<file path="src/rtl/uart_tx_sched_pkg.sv">
// Shared types and constants for the UART transmit scheduler.
// Optional header byte per message is enabled by defining UART_TX_SCHED_HEADER_EN.
package uart_tx_sched_pkg;

    typedef enum logic [1:0] {
        StIdle = 2'd0,
        StSend = 2'd1,
        StWait = 2'd2
    } sched_state_e;

    // Upper nibble of the optional per-message header byte
    localparam logic [3:0] HDR_TAG = 4'hA;

    localparam int unsigned MAX_REQ       = 16;
    localparam int unsigned MAX_MSG_BYTES = 8;

endpackage

</file>
<file path="src/rtl/uart_rr_arbiter.sv">
// Combinational round-robin arbiter: picks the first valid requester after i_rr_last.
module uart_rr_arbiter
    import uart_tx_sched_pkg::*;
#(
    parameter int unsigned NUM_REQ = 4
) (
    input  logic [NUM_REQ-1:0]         i_req_valid,
    input  logic [$clog2(NUM_REQ)-1:0] i_rr_last,
    output logic                       o_any,
    output logic [NUM_REQ-1:0]         o_grant_oh,
    output logic [$clog2(NUM_REQ)-1:0] o_grant_idx
);

    localparam int unsigned IDX_W = $clog2(NUM_REQ);

    if (NUM_REQ < 2 || NUM_REQ > MAX_REQ) begin : g_bad_num_req
        $error("uart_rr_arbiter: NUM_REQ out of range");
    end

    logic [IDX_W:0] w_cand;
    logic           w_found;

    assign o_any = |i_req_valid;

    // Scan rr_last+1, rr_last+2, ... (mod NUM_REQ) and take the first set bit
    always_comb begin
        w_found     = 1'b0;
        w_cand      = '0;
        o_grant_oh  = '0;
        o_grant_idx = '0;
        for (int unsigned k = 1; k <= NUM_REQ; k++) begin
            w_cand = {1'b0, i_rr_last} + (IDX_W + 1)'(k);
            if (w_cand >= (IDX_W + 1)'(NUM_REQ)) begin
                w_cand = w_cand - (IDX_W + 1)'(NUM_REQ);
            end
            if (!w_found && i_req_valid[w_cand[IDX_W-1:0]]) begin
                w_found                         = 1'b1;
                o_grant_idx                     = w_cand[IDX_W-1:0];
                o_grant_oh[w_cand[IDX_W-1:0]]   = 1'b1;
            end
        end
    end

endmodule

</file>
<file path="src/rtl/uart_tx_scheduler.sv">
// Shares one UART transmitter among NUM_REQ message sources. A whole message is latched on
// grant (requester freed by a one-cycle ack), then fed byte by byte, LSB byte first, through
// the transmitter's tx_ready / new-byte handshake.
// Define UART_TX_SCHED_HEADER_EN to prefix each message with header byte {4'hA, grant}.
module uart_tx_scheduler
    import uart_tx_sched_pkg::*;
#(
    parameter int unsigned NUM_REQ   = 4,
    parameter int unsigned MSG_BYTES = 4
) (
    input  logic                           clk,
    input  logic                           reset_n,
    input  logic [NUM_REQ-1:0]             req_valid,
    input  logic [NUM_REQ*MSG_BYTES*8-1:0] req_data,
    output logic [NUM_REQ-1:0]             req_ack,
    input  logic                           tx_ready,
    output logic                           tx_new_byte,
    output logic [7:0]                     tx_byte,
    output logic                           busy
);

    localparam int unsigned GNT_W = $clog2(NUM_REQ);
    localparam int unsigned MSG_W = MSG_BYTES * 8;
`ifdef UART_TX_SCHED_HEADER_EN
    localparam int unsigned FRAME_BYTES = MSG_BYTES + 1;
`else
    localparam int unsigned FRAME_BYTES = MSG_BYTES;
`endif
    localparam int unsigned      IDX_W    = $clog2(MSG_BYTES + 1);
    localparam logic [IDX_W-1:0] LAST_IDX = IDX_W'(FRAME_BYTES - 1);

    if (MSG_BYTES < 1 || MSG_BYTES > MAX_MSG_BYTES) begin : g_bad_msg_bytes
        $error("uart_tx_scheduler: MSG_BYTES out of range");
    end

    sched_state_e       r_state, w_state_nxt;
    logic [NUM_REQ-1:0] r_ack, w_ack_nxt;
    logic               r_tx_new_byte, w_tx_new_nxt;
    logic [7:0]         r_tx_byte, w_tx_byte_nxt;
    logic [MSG_W-1:0]   r_msg_buf, w_msg_buf_nxt;
    logic [IDX_W-1:0]   r_idx, w_idx_nxt;
    logic [GNT_W-1:0]   r_rr_last, w_rr_last_nxt;
    // Set once tx_ready has been seen low after our pulse, so a stale high never re-triggers
    logic               r_low_seen, w_low_seen_nxt;
`ifdef UART_TX_SCHED_HEADER_EN
    logic [3:0]         r_grant, w_grant_nxt;
`endif

    logic               w_any;
    logic [NUM_REQ-1:0] w_gnt_oh;
    logic [GNT_W-1:0]   w_gnt_idx;
    logic [MSG_W-1:0]   w_slice;
    logic               w_is_hdr;
    logic [7:0]         w_cur_byte;

    uart_rr_arbiter #(
        .NUM_REQ (NUM_REQ)
    ) u_arb (
        .i_req_valid (req_valid),
        .i_rr_last   (r_rr_last),
        .o_any       (w_any),
        .o_grant_oh  (w_gnt_oh),
        .o_grant_idx (w_gnt_idx)
    );

    // Select the granted requester's payload slice
    always_comb begin
        w_slice = '0;
        for (int unsigned i = 0; i < NUM_REQ; i++) begin
            if (w_gnt_idx == GNT_W'(i)) begin
                w_slice = req_data[i*MSG_W +: MSG_W];
            end
        end
    end

`ifdef UART_TX_SCHED_HEADER_EN
    assign w_is_hdr   = (r_idx == '0);
    assign w_cur_byte = w_is_hdr ? {HDR_TAG, r_grant} : r_msg_buf[7:0];
`else
    assign w_is_hdr   = 1'b0;
    assign w_cur_byte = r_msg_buf[7:0];
`endif

    // Next-state logic: arbitrate in IDLE, pulse a byte in SEND, await frame end in WAIT
    always_comb begin
        w_state_nxt    = r_state;
        w_ack_nxt      = '0;
        w_tx_new_nxt   = 1'b0;
        w_tx_byte_nxt  = r_tx_byte;
        w_msg_buf_nxt  = r_msg_buf;
        w_idx_nxt      = r_idx;
        w_rr_last_nxt  = r_rr_last;
        w_low_seen_nxt = r_low_seen;
`ifdef UART_TX_SCHED_HEADER_EN
        w_grant_nxt    = r_grant;
`endif
        unique case (r_state)
            StIdle: begin
                if (w_any) begin
                    w_msg_buf_nxt = w_slice;
                    w_idx_nxt     = '0;
                    w_rr_last_nxt = w_gnt_idx;
                    w_ack_nxt     = w_gnt_oh;
`ifdef UART_TX_SCHED_HEADER_EN
                    w_grant_nxt   = 4'(w_gnt_idx);
`endif
                    w_state_nxt   = StSend;
                end
            end
            StSend: begin
                if (tx_ready && !r_tx_new_byte) begin
                    w_tx_new_nxt   = 1'b1;
                    w_tx_byte_nxt  = w_cur_byte;
                    w_low_seen_nxt = 1'b0;
                    w_state_nxt    = StWait;
                    if (!w_is_hdr) begin
                        w_msg_buf_nxt = r_msg_buf >> 8;
                    end
                end
            end
            StWait: begin
                if (!tx_ready) begin
                    w_low_seen_nxt = 1'b1;
                end else if (r_low_seen) begin
                    if (r_idx == LAST_IDX) begin
                        w_state_nxt = StIdle;
                    end else begin
                        w_idx_nxt   = r_idx + IDX_W'(1);
                        w_state_nxt = StSend;
                    end
                end
            end
            default: w_state_nxt = StIdle;
        endcase
    end

    // State and datapath registers with synchronous active-low reset
    always_ff @(posedge clk) begin
        if (!reset_n) begin
            r_state       <= StIdle;
            r_ack         <= '0;
            r_tx_new_byte <= 1'b0;
            r_tx_byte     <= '0;
            r_msg_buf     <= '0;
            r_idx         <= '0;
            r_rr_last     <= GNT_W'(NUM_REQ - 1);
            r_low_seen    <= 1'b0;
`ifdef UART_TX_SCHED_HEADER_EN
            r_grant       <= '0;
`endif
        end else begin
            r_state       <= w_state_nxt;
            r_ack         <= w_ack_nxt;
            r_tx_new_byte <= w_tx_new_nxt;
            r_tx_byte     <= w_tx_byte_nxt;
            r_msg_buf     <= w_msg_buf_nxt;
            r_idx         <= w_idx_nxt;
            r_rr_last     <= w_rr_last_nxt;
            r_low_seen    <= w_low_seen_nxt;
`ifdef UART_TX_SCHED_HEADER_EN
            r_grant       <= w_grant_nxt;
`endif
        end
    end

    assign req_ack     = r_ack;
    assign tx_new_byte = r_tx_new_byte;
    assign tx_byte     = r_tx_byte;
    assign busy        = (r_state != StIdle);

endmodule

</file>
<file path="config.mk">
export PLATFORM = sky130hd
export DESIGN_NAME = uart_tx_scheduler
export DESIGN_NICKNAME = d
export VERILOG_FILES = /design/src/rtl/uart_tx_sched_pkg.sv /design/src/rtl/uart_rr_arbiter.sv /design/src/rtl/uart_tx_scheduler.sv
export SDC_FILE = /design/constraint.sdc
export NUM_CORES = 1
export LEC_CHECK = 0
export ABC_AREA = 1
export CAP_MARGIN = 20
export CORE_ASPECT_RATIO = 2
export CORE_MARGIN = 4
export CORE_UTILIZATION = 35
export CTS_BUF_LIST = sky130_fd_sc_hd__clkbuf_16
export DETAILED_ROUTE_END_ITERATION = 7
export GPL_TIMING_DRIVEN = 0
export PLACE_DENSITY_LB_ADDON = 0.12
export SYNTH_ARGS = -nofsm -noshare
export SYNTH_HDL_FRONTEND = slang
export SYNTH_SLANG_ARGS = --single-unit
</file>
<file path="constraint.sdc">
create_clock -name clk -period 3.7 [get_ports clk]
set_input_delay 0.74 -clock clk [delete_from_list [all_inputs] [get_ports clk]]
set_output_delay 0.74 -clock clk [all_outputs]
set_load 0.02 [all_outputs]
</file>
==> results.md, run 1 <==
* Status: complete, no violations
* Hold_buf cts at 0
* Skew-Pair Late Insertion Delay at 290 ps
* Worst setup path category: input pin to flip-flop
* Synth Area in XOR/XNOR at 0
* Starting DRT DRC Count at 182
* Die Span Y at 154 µm
* Post-Syn Nets at between 700 and 800
* Critical path buffer and inverter count at 4
* Final worst path period need at 2890 ps
* Die area at 12500 µm²
* Largest delay share family, worst path: buffers and inverters
* Synth unique cells at 30
* Ys async rst share at 0
* First-pass GRT wire length at 22.3 mm
* Cts repair resizes at 0
* Core ar. at 10500 µm²
* Warnings, synthesis at 0
* Pwr dens at 753 nW/µm²
* Final HPWL DP at approximately 12 mm
* CTS Buf Count at 5
* Yosys top cell by area: dfxtp_1
* Vias in the first global route at about 4500
* Ordered cell list for the critical path: clkdlybuf4s50_1 -> nor4_1 -> inv_1 -> nand2_1 -> nand2_2 -> inv_1 -> clkbuf_1 -> nand2_1 -> a21oi_1
* Antenna-violating nets left at 0
* Die width at a little over 80 µm
* Setup Fix Bufs, Post-CTS at 0
* Main synth FF type: dfxtp_1
* Syn Inst Count at 588
* Post-synthesis mux area share at 0
* Largest net degree at the start of global routing at 17
* Clock Pin Slew Worst Setup and Hold Paths at 70 ps
* RSZ-0062 raised after global routing: no
* Gp weighted congestion at 0.898
* Number of core rows at between 50 and 60
* VDD IR max at approximately 0.38 mV
* DRC at 0
* Top cells by area, synth: dfxtp_1 28%, nand2_1 12%, nand3_1 9.8%
* Clk sink count at 53
* Worst setup EP type: flip-flop
* Storage cell area at around 1100 µm²
* Worst endpoint required time at 3910 ps
* Worst EP arrival at 3100 ps
* IO Pins at 149
* Design Power at 4170 µW
* Peak fanout along the critical path at 10
* Clock root cell: clkbuf_16
* IO buf count at 148
* Final Hold Vio Count at 0
* DR vias/cell at 5.01
* Initial Utilization at 0.357
* Setup violations, final at 0
* TritonCTS clock tree: built
* Fmax at 346 MHz
* Layout cell share with drive strength beyond 1 at 0.0793
* Syn Area/Cell at 6.36 µm²
* Leak at 0.00247 µW
* Max_slew headroom at 0.635
* #FFs+latches synth at 53
* CP startpoint kind: input pin
* Pre-antenna DRT Iters at 4
* Number of max-cap violations at 0
* Initial antenna violation count at 2
* Via Count at 4428
* Clock Path Buffers at 2
* Post-synth top area share at 0.284
* Largest family of logic cells by synthesized area: simple AND/OR/NAND/NOR gates
* Drt wl/cell at 16.4 µm
* Crit-path slowest cell: nor4_1
* Layout Nets at 888
* H-tree depth at 2
* Simple-gate share of the synthesized area at 0.320
* Slew Limit Fails at 0
* Compound-gate portion of the synthesized area at 0.225
* Final worst-path cycle share at 0.781
* Filler cell count at 1132
* Area grow syn2layout at 48.1%
* All-Layer GR Usage at 0.234
* Max stage delay on crit path at 560 ps
* Adder-cell share of the synthesized area at 0.0334
* Clock Skew at 6.86 ps
* Worst-Margin Slew at 543 ps
* Area of the multi-input gates at between 2000 and 2500 µm²
* Total grt overflow at 0
* Register area share after synthesis at 0.284
* Detailed Route WL at 14.5 mm
* TNS Setup at 0 ps
* EDFF count, synth at 0
* Syn Std Cell Area at between 3000 and 4000 µm²
* Worst hold path class: flip-flop to flip-flop
cell families (layout without fill, tap and decap cells):
family / count (synthesis) / in the layout
and+or+nand+nor: 247 / 247
AOI/OAI and AO/OA: 166 / 166
adders and majority gates: 10 / 10
other: 0 / 2
DFF: 53 / 53
buffers and inverters: 112 / 268
final cells by class:
| cell class | count | area share |
|---|---|---|
| Antenna cell | 2 | 0.000903 |
| Buffer | 33 | 0.0373 |
| Clock buffer | 5 | 0.0226 |
| Clock inverter | 3 | 0.00316 |
| Inverter | 79 | 0.0553 |
| Multi-Input combinational cell | 423 | 0.391 |
| Sequential cell | 53 | 0.191 |
| Tap cell | 137 | 0.0309 |
| Timing Repair Buffer | 148 | 0.267 |
worst min-delay path, stage by stage (launching register included):
cell     delay (ps)
dfxtp_1         300
inv_1            60
a21oi_1          60
cell usage in the layout, fill, tap and decap left out, drive strengths merged, types with 3 or more instances in the layout:
master / count
clkdlybuf4s50: 148
nand2: 130
o21ai: 97
inv: 80
nand3: 77
a21oi: 65
dfxtp: 53
nor2: 36
clkbuf: 20
buf: 18
ha: 10
nand4: 3
synth_stat cells (4+ instances only):
cell type and instances:
a21oi_1 65, buf_2 8, buf_6 9, clkbuf_1 14, dfxtp_1 53, ha_1 10
inv_1 72, inv_2 4, nand2_1 115, nand2_2 7, nand2_4 7, nand3_1 73
nand3_2 4, nor2_1 28, nor2_4 5, o21ai_0 67, o21ai_1 30
final timing paths:
check / from / endpoint / slack, ps / depth (start not counted)
max: req_valid[1] / r_msg_buf[25] / 810 / 9
max reg2reg: r_rr_last[1] / r_msg_buf[15] / 970 / 14
min reg2reg: r_idx[2] / r_idx[2] / 460 / 2
min: r_idx[2] / r_idx[2] / 460 / 2
through the flow:
step / utilization / setup WS [ps] / cells / hold WS (ps) / area [µm²]
after floorplan: - / 1470 / 588 / 435 / 3740
after global placement: 0.515 / 503 / 873 / 446 / 5390
after detailed placement: 0.515 / 509 / 873 / 455 / 5390
after CTS: 0.528 / 802 / 881 / 465 / 5540
after global routing: 0.529 / 664 / 883 / 497 / 5540
final: 0.529 / 812 / 883 / 461 / 5540
state kept, by name, summed over array words and instances (netlist names):
signal       count
r_idx            3
r_low_seen       1
r_msg_buf       32
r_rr_last        2
r_state          2
req_ack          4
tx_byte          8
tx_new_byte      1
power by group:
group | total (µW) | switching (µW) | internal [µW]
Sequential | 848 | 103 | 745
Clock | 452 | 202 | 250
Combinational | 2870 | 1840 | 1030
Total | 4170 | 2150 | 2020
routing by layer:
layer  vias to the layer above  share of wire  global-route usage
li1                       2240              -                   -
met1                      2009           0.34               0.220
met2                       140           0.57               0.455
met3                        39          0.044              0.0420
met4                         0          0.050               0.120
met5                         -              0                   0
No activity file was read; power rests on OpenSTA's default activity.
==> run 2: changes to the inputs <==
==> constraint.sdc (replaced) <==
create_clock -name clk -period 3 [get_ports clk]
set_input_delay 0.6 -clock clk [delete_from_list [all_inputs] [get_ports clk]]
set_output_delay 0.6 -clock clk [all_outputs]
set_load 0.02 [all_outputs]
==> results of run 2 <==
The final DEF is identical to that of run 1. Status: complete, no violations.
Main changes from that run: setup slack after placement 509 ps -> -51.2 ps; setup slack after layout 812 ps -> 252 ps; register-to-register setup slack 970 ps -> 270 ps; total power 4170 µW -> 5140 µW; worst IR drop on VDD 0.382 mV -> 0.471 mV
